### src/rtl/dmpx_regs.sv
// Write-side demultiplexer for the calculator's one-hot 4:1 mux: steers din into one
// of four holding registers, by one-hot select or by a round-robin pointer.
module dmpx_regs #(
  parameter int W = 16
) (
  input  logic         clk,
  input  logic         rst,
  input  logic [W-1:0] din,
  input  logic [3:0]   s,
  input  logic         we,
  input  logic         auto,
  input  logic         clr,
  output logic [W-1:0] R0,
  output logic [W-1:0] R1,
  output logic [W-1:0] R2,
  output logic [W-1:0] R3,
  output logic [3:0]   valid,
  output logic         ack,
  output logic         err,
  output logic [1:0]   ptr
);

  logic [W-1:0] regs [4];
  logic         sel_ok;
  logic [1:0]   sel_idx;
  logic [1:0]   wr_idx;
  logic         wr_go;
  logic         bad_sel;

  // Only the four single-bit codes decode; anything else is an illegal select.
  always_comb begin
    sel_ok  = 1'b0;
    sel_idx = 2'd0;
    case (s)
      4'b0001: begin sel_ok = 1'b1; sel_idx = 2'd0; end
      4'b0010: begin sel_ok = 1'b1; sel_idx = 2'd1; end
      4'b0100: begin sel_ok = 1'b1; sel_idx = 2'd2; end
      4'b1000: begin sel_ok = 1'b1; sel_idx = 2'd3; end
      default: begin sel_ok = 1'b0; sel_idx = 2'd0; end
    endcase
  end

  assign wr_idx  = auto ? ptr : sel_idx;
  assign wr_go   = we && (auto || sel_ok);
  assign bad_sel = we && !auto && !sel_ok;

  always_ff @(posedge clk or posedge rst) begin
    if (rst) begin
      for (int i = 0; i < 4; i++) regs[i] <= '0;
      valid <= 4'b0000;
      ack   <= 1'b0;
      err   <= 1'b0;
      ptr   <= 2'd0;
    end else if (clr) begin
      for (int i = 0; i < 4; i++) regs[i] <= '0;
      valid <= 4'b0000;
      ack   <= 1'b0;
      err   <= 1'b0;
      ptr   <= 2'd0;
    end else begin
      ack <= wr_go;
      if (wr_go) begin
        regs[wr_idx]  <= din;
        valid[wr_idx] <= 1'b1;
      end
      if (we && auto) ptr <= ptr + 2'd1;
      // err is sticky; legal writes afterwards still complete
      if (bad_sel) err <= 1'b1;
    end
  end

  assign R0 = regs[0];
  assign R1 = regs[1];
  assign R2 = regs[2];
  assign R3 = regs[3];

endmodule

### config.mk
export PLATFORM = sky130hd
export DESIGN_NAME = dmpx_regs
export DESIGN_NICKNAME = d
export VERILOG_FILES = /design/src/rtl/dmpx_regs.sv
export SDC_FILE = /design/constraint.sdc
export NUM_CORES = 1
export LEC_CHECK = 0
export CORE_MARGIN = 2
export CORE_UTILIZATION = 47
export CTS_BUF_LIST = sky130_fd_sc_hd__clkbuf_16
export CTS_CLUSTER_SIZE = 10
export DETAILED_ROUTE_END_ITERATION = 12
export PLACE_DENSITY = 0.83
export SYNTH_ARGS = -nofsm -noshare
export SYNTH_HDL_FRONTEND = slang
export SYNTH_SLANG_ARGS = --single-unit
### constraint.sdc
create_clock -name clk -period 2.68 [get_ports clk]
set_input_delay 0.402 -clock clk [delete_from_list [all_inputs] [get_ports clk]]
set_output_delay 0.402 -clock clk [all_outputs]
set_load 0.05 [all_outputs]
==> results of run 1 <==
## layer usage
| layer | up-vias | GRT usage [%] | part of all wire [%] |
|---|---|---|---|
| met3 | 18 | 4.62 | 4.3 |
| li1 | 1157 | - | - |
| met1 | 1224 | 30.1 | 43 |
| met4 | 0 | 9.51 | 2.4 |
| met2 | 76 | 34.9 | 50 |
| met5 | - | 0 | 0 |
## power by group through the flow
stage / clock network (mW) / logic [mW] / registers, mW
floorplan: 0 / 0.141 / 1.29
global placement: 0 / 0.415 / 1.16
detailed placement: 0 / 0.422 / 1.16
CTS: 1.25 / 0.424 / 1.15
global route: 1.32 / 0.446 / 1.15
finish: 1.24 / 0.420 / 1.15
## stage by stage
step	utilization, %	power, mW	worst slack (ps)	cell area (um2)
after floorplan	-	1.43	453	3280
after global routing	68.4	2.91	371	4650
after detailed placement	63.8	1.59	165	4330
after global placement	63.8	1.58	364	4330
after CTS	68.4	2.82	482	4650
final	68.4	2.81	478	4650
## cells by family (layout without fill, tap and decap cells)
group                  Yosys count  in the layout  share of synthesized area [%]
AND/OR/NAND/NOR                 92             92                           17.0
flip-flops                      72             72                           54.9
multiplexers                    48             48                           14.6
AO/OA/AOI/OAI                   45             45                           7.73
buffers and inverters           26            128                           4.46
XOR/XNOR                         5              5                           1.33
## final cells by class
type                    count  area (um2)  share of cell area (%)
clock buffers               9         225                    4.85
clock inverters             7        87.6                    1.89
inverters                   7        26.3                   0.566
multi-input cells         190        1340                    28.8
flip-flops and latches     72        1800                    38.8
well taps                  96         120                    2.59
repair buffers            105        1050                    22.6
## cell usage after synthesis, drive strengths merged (2+ instances only)
| cell type | n | area (um2) |
|---|---|---|
| buf | 7 | 75.1 |
| o21ai | 33 | 165 |
| nand2 | 2 | 7.51 |
| mux2i | 48 | 480 |
| xor2 | 4 | 35.0 |
| nand2b | 65 | 407 |
| nor2 | 4 | 15.0 |
| dfrtp | 72 | 1800 |
| nor2b | 16 | 100 |
| a21oi | 4 | 20.0 |
| nand3 | 3 | 15.0 |
| clkbuf | 12 | 45.0 |
| inv | 7 | 26.3 |
## flip-flops by register name, summed over array words and instances, names as in the netlist
| register | cells |
|---|---|
| err | 1 |
| ptr | 2 |
| R2 | 16 |
| ack | 1 |
| R1 | 16 |
| R0 | 16 |
| valid | 4 |
| R3 | 16 |
## path summary, 6_finish.rpt
path	start	to	slack [ps]	depth (start not counted)
max	s[2]	R2[9]	480	5
min	rst	R0[6]	480	3
max reg2reg	ptr[0]	R2[9]	1030	3
min reg2reg	valid[1]	valid[1]	510	2
max in group asynchronous	rst	R0[13]	1900	3
min in group clk	valid[1]	valid[1]	510	2
## tightest hold or removal path, delay by kind of cell
| family | cells | cell delay [ps] |
|---|---|---|
| buf+inv | 3 | 800 |
==> key figures, run 1 <==
Outcome
  • Status: finished clean

Clocking
  • Clock Tree Root: clkbuf_16
  • H-tree level count: 3
  • Hold buffers post-CTS: 0
  • Clock slew at reported path FFs: 60 ps
  • CTS tree: done
  • Number of CTS-inserted buffers: 9
  • Sink Count: 72
  • # resized after CTS: 0
  • Clk_lat worst skew: 320 ps
  • # Post-CTS Setup Buffers: 0
  • Clock Tree Buf Depth: 2

Job
  • Max-Cap Viols: 0

Timing
  • RSZ-0062 raised after global routing: false
  • Max-slew violation count: 0
  • Clock skew: 6.05 ps
  • Final Setup Violations: 0
  • Total negative slack: 0 ps
  • Slew @ Worst Pin: 627 ps
  • WHS: 482 ps
  • Final period util: 82.2%
  • Tmin final: 2200 ps
  • Slew HR: 57.6%
  • FMAX: 0.454 GHz
  • Final hold vios: 0

Logic synthesis
  • Post-synth ARST share: 100%
  • Flops & latches, synth: 72
  • Netlist cell types: 27
  • Syn Area/Cell: 11.4 um2
  • Netlist Area Pre-Place: 0.00328 mm2
  • Ys Warns: 0
  • Mapped Nets: 313
  • Primary FF master, synth: dfrtp_1
  • Register area share after synthesis: 54.9%
  • Number of flops mapped to enable cells by yosys: 0
  • Mapped Cells: 288

Worst setup path
  • Crit path required time: 2900 ps
  • Worst path bufs/invs: 1
  • Arr. time, crit path: 2420 ps
  • CP Capture Type: flip-flop
  • Delay-heaviest family, CP: compound AO/OA/AOI/OAI gates
  • Crit Path Category: input pin to flip-flop
  • CP max stage cell: o41ai_1
  • Crit path max fanout: 17
  • Cell Chain, Critical Path: clkdlybuf4s50_1, xnor2_1, o41ai_1, nand2b_1, o21ai_0
  • Max incr delay on CP: 530 ps
  • CP Launch Type: input pin

Floorplan
  • Die W: 87.6 um
  • Total core area: 0.00679 mm2
  • Row Count: 30
  • Starting Density: 48.3%
  • DIE HEIGHT: 87.6 um
  • # IOs: 97
  • Die area: 0.00767 mm2

Pwr
  • Combinational Power Share: 14.9%
  • Switching share of power: 25.7%
  • P_sw: 0.720 mW
  • Pwr Density: 604 mW/mm2
  • Pint: 2.09 mW
  • Pleak: 2.23 nW
  • Clk network pwr share: 44.2%
  • Reg power frac: 40.8%
  • Peak supply drop: 500 uV

Route
  • Antenna-violating nets left: 0
  • # DRC: 0
  • Vias per std cell: 5.09
  • Routed wire length: 8.01 mm
  • Drt pass-1 iters: 4
  • WL per Instance: 16.5 um
  • Via count: 2,475
  • Iter 0 DRT Violations: 155

Placed design
  • Dpl cells: 470
  • I/O Buffers: 96
  • DP HPWL: 5.30 mm
  • RD Place Congestion: 0.774

Layout
  • Syn-to-layout area delta: 41.4%
  • Proportion of layout cells with a drive suffix above 1: 6.67%
  • Commonest non-fill, non-tap cell in the layout: clkdlybuf4s50_1
  • Most frequent cells in the layout: clkdlybuf4s50_1 (95), dfrtp_1 (72), nand2b_1 (65), mux2i_1 (48), o21ai_0 (32)
  • Fillers: 535
  • Nets: 410
  • Post-Layout Cell Count: 486
  • Inserted Diodes: 0

GRT
  • Vias in the first global route: 2,608
  • Antenna violations before repair: 0
  • First-pass GRT wire length: 13.0 mm
  • Total GRT Usage: 22.2%
  • Overflow after GRT: 0
  • Largest net degree at the start of global routing: 73

Min path
  • Hold WC Path Type: input pin to asynchronous set/reset pin
No activity file was read; power rests on OpenSTA's default activity.
==> run 2: changes to the inputs <==
==> constraint.sdc (replaced) <==
create_clock -name clk -period 2.3 [get_ports clk]
set_input_delay 0.345 -clock clk [delete_from_list [all_inputs] [get_ports clk]]
set_output_delay 0.345 -clock clk [all_outputs]
set_load 0.05 [all_outputs]
==> run 2 against run 1 <==
  * Clock skew rose by 3.9 ps
  * Via count fell by 1.6%
  * Combinational power rose by 19%
  * Clock power rose by 17%
  * Critical path type unchanged
  * Critical endpoint is now R2[11]
  * Largest cell class unchanged
  * Largest power group unchanged
==> key figures, run 2 (synthesized netlist as in run 1, its figures left out) <==
Timing
  • Final period util: 88.7%
  • Total negative slack: 0 ps (unchanged)
  • RSZ-0062 raised after global routing: false
  • Max-slew violation count: 0 (unchanged)
  • FMAX: 0.490 GHz
  • WHS: 408 ps (-74.4 ps)
  • Final Setup Violations: 0 (unchanged)
  • Slew @ Worst Pin: 583 ps (-43.9 ps)
  • Final hold vios: 0 (unchanged)
  • Tmin final: 2040 ps
  • Clock skew: 9.99 ps (+3.95 ps)
  • Slew HR: 61.0% (+3.4 points)

GRT
  • Total GRT Usage: 22.0% (-0.26 points)
  • Largest net degree at the start of global routing: 53 (-27%)
  • Antenna violations before repair: 0 (unchanged)
  • Vias in the first global route: 2,489 (-4.6%)
  • Overflow after GRT: 0 (unchanged)
  • First-pass GRT wire length: 12.8 mm (-1.8%)

Floorplan
  • Row Count: 30 (unchanged)
  • # IOs: 97 (unchanged)
  • Die W: 87.6 um (unchanged)
  • Die area: 0.00767 mm2 (unchanged)
  • Total core area: 0.00679 mm2 (unchanged)
  • Starting Density: 48.3% (unchanged)
  • DIE HEIGHT: 87.6 um (unchanged)

Placed design
  • DP HPWL: 5.41 mm (+2.2%)
  • RD Place Congestion: 0.795 (+2.6%)
  • Dpl cells: 471 (+0.21%)
  • Placement Cell Area: 0.00437 mm2 (+0.75%)
  • I/O Buffers: 96 (unchanged)

Worst setup path
  • Crit path max fanout: 17 (unchanged)
  • Crit Path Category: input pin to flip-flop
  • R2R Setup Slk: 670 ps (-360 ps)
  • Reg2reg path depth: 3 (unchanged)
  • Crit path required time: 2520 ps (-380 ps)
  • Cell Chain, Critical Path: clkdlybuf4s50_1, xnor2_1, o41ai_1, nand2b_1, o21ai_0
  • CP max stage cell: clkdlybuf4s50_1
  • Max incr delay on CP: 500 ps (-30 ps)
  • CP Capture Type: flip-flop
  • CP Launch Type: input pin
  • RR Endpoint: R2[11]
  • R2r startpoint: ptr[0]
  • Arr. time, crit path: 2260 ps (-160 ps)

Layout
  • Post-Layout Cell Count: 487 (+0.21%)
  • Proportion of layout cells with a drive suffix above 1: 6.65% (-0.017 points)
  • Nets: 411 (+0.24%)
  • Fillers: 500 (-6.5%)
  • Commonest non-fill, non-tap cell in the layout: clkdlybuf4s50_1
  • Fin area: 0.00468 mm2 (+0.73%)
  • Inserted Diodes: 0 (unchanged)
  • Syn-to-layout area delta: 42.5%
  • Most frequent cells in the layout: clkdlybuf4s50_1 (95), dfrtp_1 (72), nand2b_1 (65), mux2i_1 (48), o21ai_0 (32)

Route
  • Via count: 2,436 (-1.6%)
  • WL per Instance: 16.2 um (-1.4%)
  • Antenna-violating nets left: 0 (unchanged)
  • Routed wire length: 7.91 mm (-1.1%)
  • Iter 0 DRT Violations: 134 (-14%)
  • # DRC: 0 (unchanged)
  • Vias per std cell: 5.00 (-1.8%)
  • Drt pass-1 iters: 4 (unchanged)

Clocking
  • Clock Tree Root: clkbuf_16
  • # resized after CTS: 0 (unchanged)
  • Sink Count: 72 (unchanged)
  • Clock Tree Buf Depth: 2 (unchanged)
  • # Post-CTS Setup Buffers: 0 (unchanged)
  • Clk_lat worst skew: 320 ps (about the same)
  • Hold buffers post-CTS: 0 (unchanged)
  • Clock slew at reported path FFs: 60 ps (about the same)
  • H-tree level count: 3 (unchanged)
  • Number of CTS-inserted buffers: 9 (unchanged)
  • CTS tree: done

Pwr
  • Peak supply drop: 443 uV (-11%)
  • Pwr Density: 701 mW/mm2 (+16%)
  • Pleak: 2.24 nW (+0.64%)
  • Power Total: 3.28 mW (+17%)

Outcome
  • Status: finished clean

Min path
  • WHS Path Cells: 2
  • Hold EP: valid[3]
  • HP Start: clr
  • Hold WC Path Type: input pin to flip-flop

Job
  • Max-Cap Viols: 0 (unchanged)
[run 2: critical path, delay by kind of cell]
| family | cells | cell delay [ps] |
|---|---|---|
| compound gates | 2 | 780 |
| simple gates | 1 | 460 |
| buf+inv | 1 | 500 |
| xor+xnor | 1 | 180 |
[run 2: per-stage QoR]
step                      worst slack (ps)  util [%]
after CTS                              271      68.9
after global routing                  23.8      68.9
after floorplan                        130         -
after detailed placement             -76.1      64.3
final                                  260      68.9
after global placement                86.4      64.3
[run 2: worst max-delay path by stage]
| stage | start | end | slack, ps | cells past startpoint |
|---|---|---|---|---|
| floorplan | rst | R0[0] | 130 | 1 |
| global placement | s[2] | R2[7] | 90 | 5 |
| detailed placement | s[2] | R2[11] | -80 | 5 |
| CTS | s[2] | R2[11] | 270 | 5 |
| global route | s[3] | R2[7] | 20 | 5 |
| finish | s[2] | R2[11] | 260 | 5 |
[run 2: power breakdown]
| group | internal [mW] | switching [mW] |
|---|---|---|
| sequential | 1.31 | 0.0256 |
| clock | 0.941 | 0.507 |
| combinational | 0.189 | 0.310 |
[run 2: layout make-up]
type	instances	area [um2]	area share [%]
clock buffer	9	225	4.81
clock inverter	7	88.8	1.90
inverter	7	26.3	0.561
multi-input combinational	190	1340	28.6
sequential	72	1800	38.5
tap	96	120	2.57
timing repair buffer	106	1080	23.1
[run 2: metal layers]
layer  up-vias  global-route usage, %  wire length (um)
met3         9                   4.52               304
li1       1161                      -                 -
met5         -                      0                 0
met2        75                   35.1              3950
met1      1191                   30.2              3520
met4         0                   7.13               135
==> run 3: changes to the inputs <==
--- a/config.mk
+++ b/config.mk
@@ -5,6 +5,7 @@
 export SDC_FILE = /design/constraint.sdc
 export NUM_CORES = 1
 export LEC_CHECK = 0
+export CORE_ASPECT_RATIO = 2
 export CORE_MARGIN = 2
 export CORE_UTILIZATION = 47
 export CTS_BUF_LIST = sky130_fd_sc_hd__clkbuf_16
==> run 3 against run 2 <==
  * Sequential cell count did not move
  * Setup slack better by 87 ps
  * Sequential power about the same
  * First-iteration DRC count is the same
  * Fmax increased by 4.5%
  * Sequential share of layout area rose by 0.21 points
  * Critical path depth fell by 4
  * Worst hold slack lost 67 ps
  * Non-clock buffer count is 1 higher
  * Core utilization shrank 0.76 points
  * Clock skew is 6.0 ps lower
  * Die area grew 0.53%
  * Critical path type is now flip-flop to output pin
  * Critical endpoint is now ptr[0]
==> key figures, run 3 (synthesized netlist as in run 1, its figures left out) <==
Outcome
  • Status: finished clean

Worst setup path
  • Worst path bufs/invs: 1 (unchanged)
  • Max incr delay on CP: 840 ps (+340 ps)
  • CP Launch Type: flip-flop
  • Crit path required time: 1960 ps (-560 ps)
  • CP max stage cell: clkdlybuf4s50_1
  • Crit Path Category: flip-flop to output pin
  • Crit path max fanout: 5 (-12)
  • Delay-heaviest family, CP: buffers and inverters
  • Arr. time, crit path: 1610 ps (-650 ps)
  • Cell Chain, Critical Path: clkdlybuf4s50_1
  • CP Capture Type: output pin

Route
  • WL per Instance: 16.3 um (+0.62%)
  • Drt pass-1 iters: 4 (unchanged)
  • Antenna-violating nets left: 0 (unchanged)
  • Iter 0 DRT Violations: 134 (unchanged)
  • Via count: 2,486 (+2.1%)
  • Vias per std cell: 5.16 (+3.1%)
  • # DRC: 0 (unchanged)
  • Routed wire length: 7.88 mm (-0.42%)

Clocking
  • H-tree level count: 3 (unchanged)
  • Number of CTS-inserted buffers: 9 (unchanged)
  • Hold buffers post-CTS: 0 (unchanged)
  • CTS tree: done
  • # resized after CTS: 0 (unchanged)
  • Clock Tree Buf Depth: 2 (unchanged)
  • Clock Tree Root: clkbuf_16
  • Clock slew at reported path FFs: 60 ps (about the same)
  • Clk_lat worst skew: 330 ps (about the same)
  • # Post-CTS Setup Buffers: 0 (unchanged)
  • Sink Count: 72 (unchanged)

Floorplan
  • Row Count: 43 (+43%)
  • DIE HEIGHT: 122 um (+40%)
  • Die area: 0.00771 mm2 (+0.53%)
  • # IOs: 97 (unchanged)
  • Total core area: 0.00683 mm2 (+0.57%)
  • Die W: 63.1 um (-28%)
  • Starting Density: 48.1% (-0.27 points)

Pwr
  • Pleak: 2.23 nW (-0.42%)
  • Pint: 2.33 mW (-4.5%)
  • Pwr Density: 681 mW/mm2 (-2.9%)
  • P_sw: 0.842 mW (about the same)
  • Combinational Power Share: 15.7% (+0.5 points)
  • Clk network pwr share: 42.2% (-1.9 points)
  • Reg power frac: 42.1% (+1.4 points)
  • Switching share of power: 26.5% (+0.88 points)
  • Peak supply drop: 578 uV (+30%)

Min path
  • Hold WC Path Type: input pin to asynchronous set/reset pin

Timing
  • Setup ws final: 348 ps (+87.4 ps)
  • RSZ-0062 raised after global routing: false
  • WHS: 341 ps (-67.0 ps)
  • Slew @ Worst Pin: 571 ps (-12.2 ps)
  • Final hold vios: 0 (unchanged)
  • Clock skew: 4.03 ps (-5.96 ps)
  • Slew HR: 61.4% (+0.37 points)
  • Max-slew violation count: 0 (unchanged)
  • Final Setup Violations: 0 (unchanged)
  • Tmin final: 1950 ps (-87.4 ps)
  • Total negative slack: 0 ps (unchanged)
  • Final period util: 84.9% (-3.8 points)
  • FMAX: 0.512 GHz (+4.5%)

GRT
  • Largest net degree at the start of global routing: 89 (+68%)
  • First-pass GRT wire length: 12.8 mm (-0.11%)
  • Total GRT Usage: 21.7% (-0.27 points)
  • Overflow after GRT: 0 (unchanged)
  • Vias in the first global route: 2,539 (+2.0%)
  • Antenna violations before repair: 0 (unchanged)

Layout
  • Inserted Diodes: 0 (unchanged)
  • Syn-to-layout area delta: 41.7%
  • Commonest non-fill, non-tap cell in the layout: clkdlybuf4s50_1
  • Proportion of layout cells with a drive suffix above 1: 6.89% (+0.24 points)
  • Most frequent cells in the layout: clkdlybuf4s50_1 (95), dfrtp_1 (72), nand2b_1 (65), mux2i_1 (48), o21ai_0 (32)
  • Fillers: 548 (+9.6%)
  • Util after Layout: 68.1% (-0.76 points)
  • Nets: 412 (+0.24%)

Job
  • Max-Cap Viols: 0 (unchanged)

Placed design
  • Setup slack at placement: 21.0 ps (+97.1 ps)
  • I/O Buffers: 96 (unchanged)
  • RD Place Congestion: 0.784 (-1.3%)
  • DP HPWL: 5.39 mm (-0.47%)
## run 3: cell types whose count changed in the layout (fill, tap and decap cells not counted)
cell,change
inv_1,-1
clkinv_1,+1
clkinv_2,+1
bufinv_16,-1
buf_4,+1
## run 3: final cells by class
cell class / count / area (um2) / share of cell area, %
Clock buffer: 9 / 225 / 4.84
Clock inverter: 7 / 63.8 / 1.37
Inverter: 7 / 26.3 / 0.565
Multi-Input combinational cell: 190 / 1340 / 28.7
Sequential cell: 72 / 1800 / 38.7
Tap cell: 90 / 113 / 2.42
Timing Repair Buffer: 107 / 1090 / 23.4
## run 3: path summary, 6_finish.rpt
check	startpoint	endpoint	slack [ps]	cells after the start
max	ptr[0]	ptr[0]	350	1
min	rst	ack	340	2
max reg2reg	ptr[0]	R0[15]	760	4
min reg2reg	err	err	500	2
max in group asynchronous	rst	R3[0]	1290	3
min in group clk	clr	ptr[0]	500	3
## run 3: stage by stage
step	total power, mW	instances	instance area [um2]
2_1_floorplan	1.66	288	3280
3_3_place_gp	1.85	466	4370
3_5_place_dp	1.86	466	4370
4_1_cts	3.20	482	4650
5_1_grt	3.29	482	4650
6_report	3.17	482	4650
## run 3: metal layers
metal,global-route usage [%],vias to the layer above,routed length [um]
met1,28.4,1201,3310
met2,34.2,111,3830
met3,6.05,13,586
met5,0,-,0
li1,-,1161,-
met4,8.61,0,155
## run 3: power groups by stage
| stage | Combinational (mW) | Clock [mW] | Sequential [mW] |
|---|---|---|---|
| detailed placement | 0.501 | 0 | 1.36 |
| floorplan | 0.165 | 0 | 1.50 |
| CTS | 0.503 | 1.36 | 1.33 |
| global placement | 0.491 | 0 | 1.35 |
| global route | 0.528 | 1.42 | 1.34 |
| finish | 0.499 | 1.34 | 1.33 |
